$ cat src/rtl/host_bus_master.sv
// -----------------------------------------------------------------------------
// host_bus_master
//   Host-side initiator for the accelerator's memory-mapped control bus.
//   Turns single-beat word commands (read or write) into ordered handshakes on
//   the AW/W (write) or AR/R (read) channels, then presents one response.
//
// Ports
//   clk, n_rst                 clock (rising edge), async active-low reset
//   cmd_valid/cmd_ready        command handshake; cmd_write, cmd_addr, cmd_wdata
//   rsp_valid/rsp_ready        response handshake; rsp_write, rsp_err, rsp_data
//   busy                       high whenever a command is in flight or unanswered
//   AWVALID/AWADDR/AWREADY     write-address channel
//   WDVALID/WDATA/WDREADY      write-data channel (write completes here)
//   ARVALID/ARADDR/ARREADY     read-address channel
//   RDREADY/RDVALID/RDATA      read-data channel
//
// Parameters
//   TIMEOUT_CYCLES  max cycles spent waiting on any one channel handshake
//                   (0 disables the timeout)
//   TCNT_W          timeout counter width; TIMEOUT_CYCLES < 2**TCNT_W
// -----------------------------------------------------------------------------
module host_bus_master #(
  parameter int unsigned TIMEOUT_CYCLES = 1024,
  parameter int unsigned TCNT_W         = 16
) (
  input  logic        clk,
  input  logic        n_rst,
  input  logic        cmd_valid,
  output logic        cmd_ready,
  input  logic        cmd_write,
  input  logic [31:0] cmd_addr,
  input  logic [31:0] cmd_wdata,
  output logic        rsp_valid,
  input  logic        rsp_ready,
  output logic        rsp_write,
  output logic        rsp_err,
  output logic [31:0] rsp_data,
  output logic        busy,
  output logic        AWVALID,
  output logic [31:0] AWADDR,
  input  logic        AWREADY,
  output logic        WDVALID,
  output logic [31:0] WDATA,
  input  logic        WDREADY,
  output logic        ARVALID,
  output logic [31:0] ARADDR,
  input  logic        ARREADY,
  output logic        RDREADY,
  input  logic        RDVALID,
  input  logic [31:0] RDATA
);

  typedef enum logic [2:0] {
    IDLE    = 3'd0,
    WR_ADDR = 3'd1,
    WR_DATA = 3'd2,
    RD_ADDR = 3'd3,
    RD_DATA = 3'd4,
    RESP    = 3'd5
  } state_e;

  localparam bit                TO_EN  = (TIMEOUT_CYCLES != 0);
  localparam logic [TCNT_W-1:0] TLIMIT = TCNT_W'(TIMEOUT_CYCLES - 32'd1);

  state_e             state_q, state_d;
  logic [31:0]        addr_q, addr_d;
  logic [31:0]        wdata_q, wdata_d;
  logic               write_q, write_d;
  logic               err_q, err_d;
  logic [31:0]        rdata_q, rdata_d;
  logic [TCNT_W-1:0]  tcnt_q, tcnt_d;
  // Holds cmd_ready low while reset is asserted and for the first edge after
  // release, so the command port only opens once the block is clocking.
  logic               rdy_en_q;

  logic               chan_st;     // in one of the four channel-wait states
  logic               hs;          // the active channel handshakes this edge
  state_e             hs_state;    // where that handshake takes us
  logic               timeout_hit;

  assign timeout_hit = TO_EN && (tcnt_q == TLIMIT);

  // NOTE: every variable gets a default before the case statement so no path
  // leaves one unassigned; otherwise synthesis infers a latch.
  always_comb begin
    state_d  = state_q;
    addr_d   = addr_q;
    wdata_d  = wdata_q;
    write_d  = write_q;
    err_d    = err_q;
    rdata_d  = rdata_q;
    tcnt_d   = tcnt_q;
    chan_st  = 1'b0;
    hs       = 1'b0;
    hs_state = IDLE;

    unique case (state_q)
      IDLE: begin
        if (cmd_valid && rdy_en_q) begin
          addr_d  = cmd_addr;
          wdata_d = cmd_write ? cmd_wdata : '0;
          write_d = cmd_write;
          err_d   = 1'b0;
          rdata_d = '0;
          tcnt_d  = '0;
          state_d = cmd_write ? WR_ADDR : RD_ADDR;
        end
      end
      WR_ADDR: begin
        chan_st  = 1'b1;
        hs       = AWREADY;
        hs_state = WR_DATA;
      end
      WR_DATA: begin
        chan_st  = 1'b1;
        hs       = WDREADY;
        hs_state = RESP;
      end
      RD_ADDR: begin
        chan_st  = 1'b1;
        hs       = ARREADY;
        hs_state = RD_DATA;
      end
      RD_DATA: begin
        chan_st  = 1'b1;
        hs       = RDVALID;
        hs_state = RESP;
        if (RDVALID) rdata_d = RDATA;
      end
      RESP: begin
        if (rsp_ready) state_d = IDLE;
      end
      default: state_d = IDLE;
    endcase

    // Shared wait/timeout handling; a handshake on the limit edge still wins.
    if (chan_st) begin
      if (hs) begin
        state_d = hs_state;
        tcnt_d  = '0;
      end else if (timeout_hit) begin
        state_d = RESP;
        err_d   = 1'b1;
        rdata_d = '0;
      end else begin
        tcnt_d = tcnt_q + TCNT_W'(1);
      end
    end
  end

  // NOTE: state registers use non-blocking assignments so every flop samples
  // the pre-edge values, independent of statement order.
  always_ff @(posedge clk or negedge n_rst) begin
    if (!n_rst) begin
      state_q  <= IDLE;
      addr_q   <= '0;
      wdata_q  <= '0;
      write_q  <= 1'b0;
      err_q    <= 1'b0;
      rdata_q  <= '0;
      tcnt_q   <= '0;
      rdy_en_q <= 1'b0;
    end else begin
      state_q  <= state_d;
      addr_q   <= addr_d;
      wdata_q  <= wdata_d;
      write_q  <= write_d;
      err_q    <= err_d;
      rdata_q  <= rdata_d;
      tcnt_q   <= tcnt_d;
      rdy_en_q <= 1'b1;
    end
  end

  // Outputs decode straight from the state register, so an async reset
  // drops them without waiting for a clock edge.
  assign cmd_ready = (state_q == IDLE) && rdy_en_q;
  assign busy      = (state_q != IDLE);
  assign AWVALID   = (state_q == WR_ADDR);
  assign WDVALID   = (state_q == WR_DATA);
  assign ARVALID   = (state_q == RD_ADDR);
  assign RDREADY   = (state_q == RD_DATA);
  assign rsp_valid = (state_q == RESP);
  assign AWADDR    = addr_q;
  assign ARADDR    = addr_q;
  assign WDATA     = wdata_q;
  assign rsp_write = write_q;
  assign rsp_err   = err_q;
  assign rsp_data  = rdata_q;

endmodule

$ cat config.mk
export PLATFORM = sky130hd
export DESIGN_NAME = host_bus_master
export DESIGN_NICKNAME = d
export VERILOG_FILES = /design/src/rtl/host_bus_master.sv
export SDC_FILE = /design/constraint.sdc
export NUM_CORES = 1
export LEC_CHECK = 0
export ABC_AREA = 1
export CELL_PAD_IN_SITES_DETAIL_PLACEMENT = 0
export CELL_PAD_IN_SITES_GLOBAL_PLACEMENT = 1
export CORE_ASPECT_RATIO = 0.7
export CORE_MARGIN = 8
export CORE_UTILIZATION = 34
export CTS_BUF_LIST = sky130_fd_sc_hd__clkbuf_2 sky130_fd_sc_hd__clkbuf_4 sky130_fd_sc_hd__clkbuf_8
export DETAILED_ROUTE_END_ITERATION = 6
export PLACE_DENSITY = 0.91
export SYNTH_ARGS = -nofsm -noshare
export SYNTH_HDL_FRONTEND = slang
export SYNTH_SLANG_ARGS = --single-unit
$ cat constraint.sdc
create_clock -name clk -period 4.7 [get_ports clk]
set_input_delay 0.705 -clock clk [delete_from_list [all_inputs] [get_ports clk]]
set_output_delay 0.705 -clock clk [all_outputs]
set_load 0.05 [all_outputs]
* Word level (Yosys, flattened, before mapping) *
Index checks and enable logic that the tools add are counted.

operators by class
  mux-type cells = 27
  equal/unequal tests = 6
  add/subtract/negate cells = 1
  reductions and logical operators = 7

operators by type and width
  cell                                                    number
  2-to-1 mux 32 bit                                       6
  2-to-1 mux 16 bit                                       5
  case mux 32 bit (2 select lines)                        1
  case mux 3 bit (3 select lines)                         2
  adder 16 x 1 -> 16 bit (second input constant)          1
  equality test 16 x 10 -> 1 bit (second input constant)  1
  2-to-1 mux 3 bit                                        5
  equality test 3 x 2 -> 1 bit (second input constant)    2
  equality test 3 bit (second input constant)             2
  2-to-1 mux 1 bit                                        6
  case mux 1 bit (4 select lines)                         1
  OR reduction 4 bit                                      1
  equality test 3 x 1 -> 1 bit (second input constant)    1
  logical NOT 3 bit                                       1
  nonzero test 3 bit                                      1
  logical AND 1 bit                                       2
  2-to-1 mux 2 bit                                        1
  AND reduction 2 bit                                     1
  OR reduction 2 bit                                      1

word-level totals
  input port bits = 105
  register bits after elaboration = 118
  word-level logic and storage cells = 49

* Logic depth before layout (Yosys ltp) *
  depth after elaboration = 6
  mapped depth = 11

* Worst setup path after synthesis *
Ideal clock, no wire load.

  kind = reg-to-output
  from = register state_q[1]
  to = output port cmd_ready
  data required time = 3,995 ps
  path buffers = 1
  setup slack = 2,137 ps
  arrival time = 1,858 ps
  stages on the path, launching flop included = 5
  path through = dfrtp_1 > nor2_4 > nand2_1 > clkbuf_1 > nor2_1

on the way
  word-level cells in the longest chain between the ends = 2

RTL lines
  element                   line  source
  start: declaration        65    state_e state_q, state_d;
  start signal: assignment  164   state_q <= state_d;
  logical NOT 3 bit         177   assign cmd_ready = (state_q == IDLE) && rdy_en_q;
  logical AND 1 bit         177
  end: declaration          29    output logic cmd_ready,

Every way passes these cells.

* Final worst setup path *
  from = register state_q[1]
  to = output port RDREADY

on the way
  word-level cells in the longest chain between the ends = 1

RTL lines
  element              line  source
  equality test 3 bit  182   assign RDREADY = (state_q == RD_DATA);
  end: declaration     48    output logic RDREADY,

Every way passes these cells.

==> summary.txt <==
STA
  • Slew HR: 0.331
  • Final Cycle Share: 0.867
  • Setup TNS: 0 ns
  • Min Tclk post-route: 4.08 ns
  • Final Hold Violating Endpoints: 0
  • Max Clk Rate: 0.245 GHz
  • Worst clock skew: approximately 0.013 ns
  • RSZ-0062 raised after global routing: no
  • # setup viols final: 0
  • Slew at the pin closest to its max-slew limit: about 1 ns
  • Slew Viols, Final: 0

Floorplan
  • Starting Density: 0.350
  • Rows: 41
  • DIE AREA: around 23000 µm²
  • Die span in x: ~180 µm
  • I/O Pins: between 200 and 250
  • Core Box Area: 18200 µm²
  • Die height: between 100 and 150 µm

Global route
  • Remaining global-route overflow: 0
  • Vias in the first global route: 6095
  • Initial antenna violation count: 0
  • Tot GR Track Use: 0.177
  • First-pass GRT wire length: 33000 µm
  • Maximum number of pins on one net before global-route repair: slightly below 80

Clocking
  • H-Tree Depth: 4
  • CTS sink cnt: around 120
  • Postcts setup bufs: 0
  • Maximum clock path buffer count: 2
  • Clock root buffer: clkbuf_8
  • CTS tree: done
  • Reg clk slew, reported paths: approximately 0.070 ns
  • Hold Buf Count CTS: 0
  • Cts repair resizes: 0
  • Num CTS Buffers: 17
  • Clk Latency, worst-skew pair: 0.45 ns

Detailed routing
  • Vias: 6087
  • Antenna Violating Nets Remaining: 0
  • Wire per inst: 16.4 µm
  • DRT Pass-1 Iters: 5
  • Initial DRC count: roughly 470
  • Remaining DRCs: 0
  • Routed WL: 21200 µm
  • Via density: 4.71

Yosys
  • Yosys reg bits: 118
  • Yosys warns: 0
  • Post-synth EDFFs: 0
  • Post-Synthesis Cells: ~850
  • FFs w/ async S/R, synth: 1.00
  • Synth Flop Type: dfrtp_1
  • Synthesized cell area: 6350 µm²
  • Syn nets: around 960
  • Sequential fraction of the synthesis area: 0.465
  • Post-synthesis cell type count: 32
  • Post-Syn Area per Cell: 7.45 µm²

Critical path
  • Crit-path max cell delay: 0.86 ns
  • Crit Reg-Reg Endpoint: tcnt_q[13]
  • CP endpoint kind: primary output
  • Worst-path cell chain: nor2_4 -> nand2_2 -> inv_2 -> clkdlybuf4s50_1
  • WP data arrival: 3.37 ns
  • Worst-path fanout max: 33
  • Flop2flop setup slack: about 1.2 ns
  • Critical path class: reg -> out
  • FF-to-FF path depth: 9
  • Top delay family on crit path: simple AND/OR/NAND/NOR gates
  • Worst r2r src: state_q[1]
  • Req. time, crit path: 3.99 ns
  • Max stage delay cell, worst path: clkdlybuf4s50_1
  • Buffers & Inverters on Critical Path: 2
  • CP startpoint kind: register

Worst hold path
  • Type of the tightest min-delay check: in -> async

Layout
  • Final core utilization: 0.500
  • P&R area growth vs syn: 42.9%
  • Most frequent cells in the layout: 296 x nand2_1, 239 x clkdlybuf4s50_1, 118 x dfrtp_1
  • Post-Layout Inst Area: 9080 µm²
  • Diode count: 0
  • Fill cells: approximately 1800
  • Commonest non-fill, non-tap cell in the layout: nand2_1
  • Final #Nets: 1149
  • Layout cell share with drive strength beyond 1: 0.0634

Flow run
  • Max Cap Viol: 0

Place
  • GP Congestion: between 0.8 and 0.9
  • Port bufs: roughly 240
  • DPL Wire Length: 15100 µm
  • Placed instance area: 8650 µm²

Power and ir drop
  • Worst VDD drop: ~570 µV
  • Power Density: 763 nW/µm²
  • Leak Pwr: 4.40 nW

Status
  • Status: finished, final reports clean
==> where the power goes <==
| part | internal [W] | switching [W] |
|---|---|---|
| Sequential | 0.00140 | 0.000321 |
| Combinational | 0.00126 | 0.00294 |
| Clock | 0.000573 | 0.000431 |
| Total | 0.00323 | 0.00369 |
==> sequential cells by signal (all words and copies together) (netlist names) <==
| name | cells |
|---|---|
| rsp_write | 1 |
| rsp_data | 32 |
| WDATA | 32 |
| rsp_err | 1 |
| ARADDR | 32 |
| state_q | 3 |
| rdy_en_q | 1 |
| tcnt_q | 16 |
==> worst max-delay path by stage <==
stage          cells past startpoint   endpoint       start
2_1_floorplan                      4  cmd_ready  state_q[1]
3_5_place_dp                       4    RDREADY  state_q[1]
5_1_grt                            4    RDREADY  state_q[1]
4_1_cts                            4    RDREADY  state_q[1]
6_report                           4    RDREADY  state_q[1]
3_3_place_gp                       4    RDREADY  state_q[1]
==> cell usage after synthesis, types with 6 or more instances <==
| master | n | area, µm² |
|---|---|---|
| nor2_1 | 68 | 255 |
| dfrtp_1 | 118 | 2950 |
| nor2_2 | 6 | 37.5 |
| buf_2 | 14 | 70.1 |
| o21ai_0 | 21 | 105 |
| nand3_1 | 90 | 450 |
| nand2_1 | 296 | 1110 |
| a21oi_1 | 24 | 120 |
| inv_2 | 8 | 30.0 |
| nand4_1 | 8 | 50.1 |
| o221ai_1 | 21 | 184 |
| buf_4 | 34 | 255 |
| clkbuf_1 | 25 | 93.8 |
| a31oi_1 | 8 | 50.1 |
| inv_1 | 81 | 304 |
==> metal layers <==
metal  GRT usage  share of wire  vias up
met4      0.0528          0.013        0
met3      0.0689          0.079       15
li1            -              -     3047
met1       0.226           0.46     2837
met5           0              0        -
met2       0.276           0.44      188
==> kinds of logic (layout without fill, tap and decap cells) <==
group	after synthesis	count (layout)	synth area share
AND/OR/NAND/NOR	483	483	0.322
buffers and inverters	167	370	0.126
flip-flops	118	118	0.465
AO/OA/AOI/OAI	77	77	0.0764
XOR/XNOR	5	5	0.00689
adder cells (fa/ha/maj)	1	1	0.00197
other	1	1	0.000590
multiplexers	1	1	0.00158
==> cell type report <==
class | instances | area, µm² | share of cell area
multi-input cells | 568 | 2610 | 0.287
clock buffers | 21 | 283 | 0.0311
flip-flops and latches | 118 | 2950 | 0.325
well taps | 236 | 295 | 0.0325
repair buffers | 249 | 2460 | 0.271
clock inverters | 11 | 146 | 0.0161
inverters | 89 | 334 | 0.0368
==> per-stage QoR <==
stage               power, W  instances  worst slack, ns  hold slack, ns
detailed placement   0.00595       1260             1.09           0.458
floorplan            0.00468        853             2.14           0.409
finish               0.00693       1292            0.623           0.421
CTS                  0.00699       1292            0.601           0.442
global placement     0.00592       1260             1.20           0.454
global route         0.00730       1292            0.449           0.486
==> worst reg2reg max path, delay by kind of cell (launching register included) <==
kind	cells	cell delay [ns]
DFF	1	0.48
buffers and inverters	2	0.76
and+or+nand+nor	7	2.17
Power figures use the tool's default switching activity.
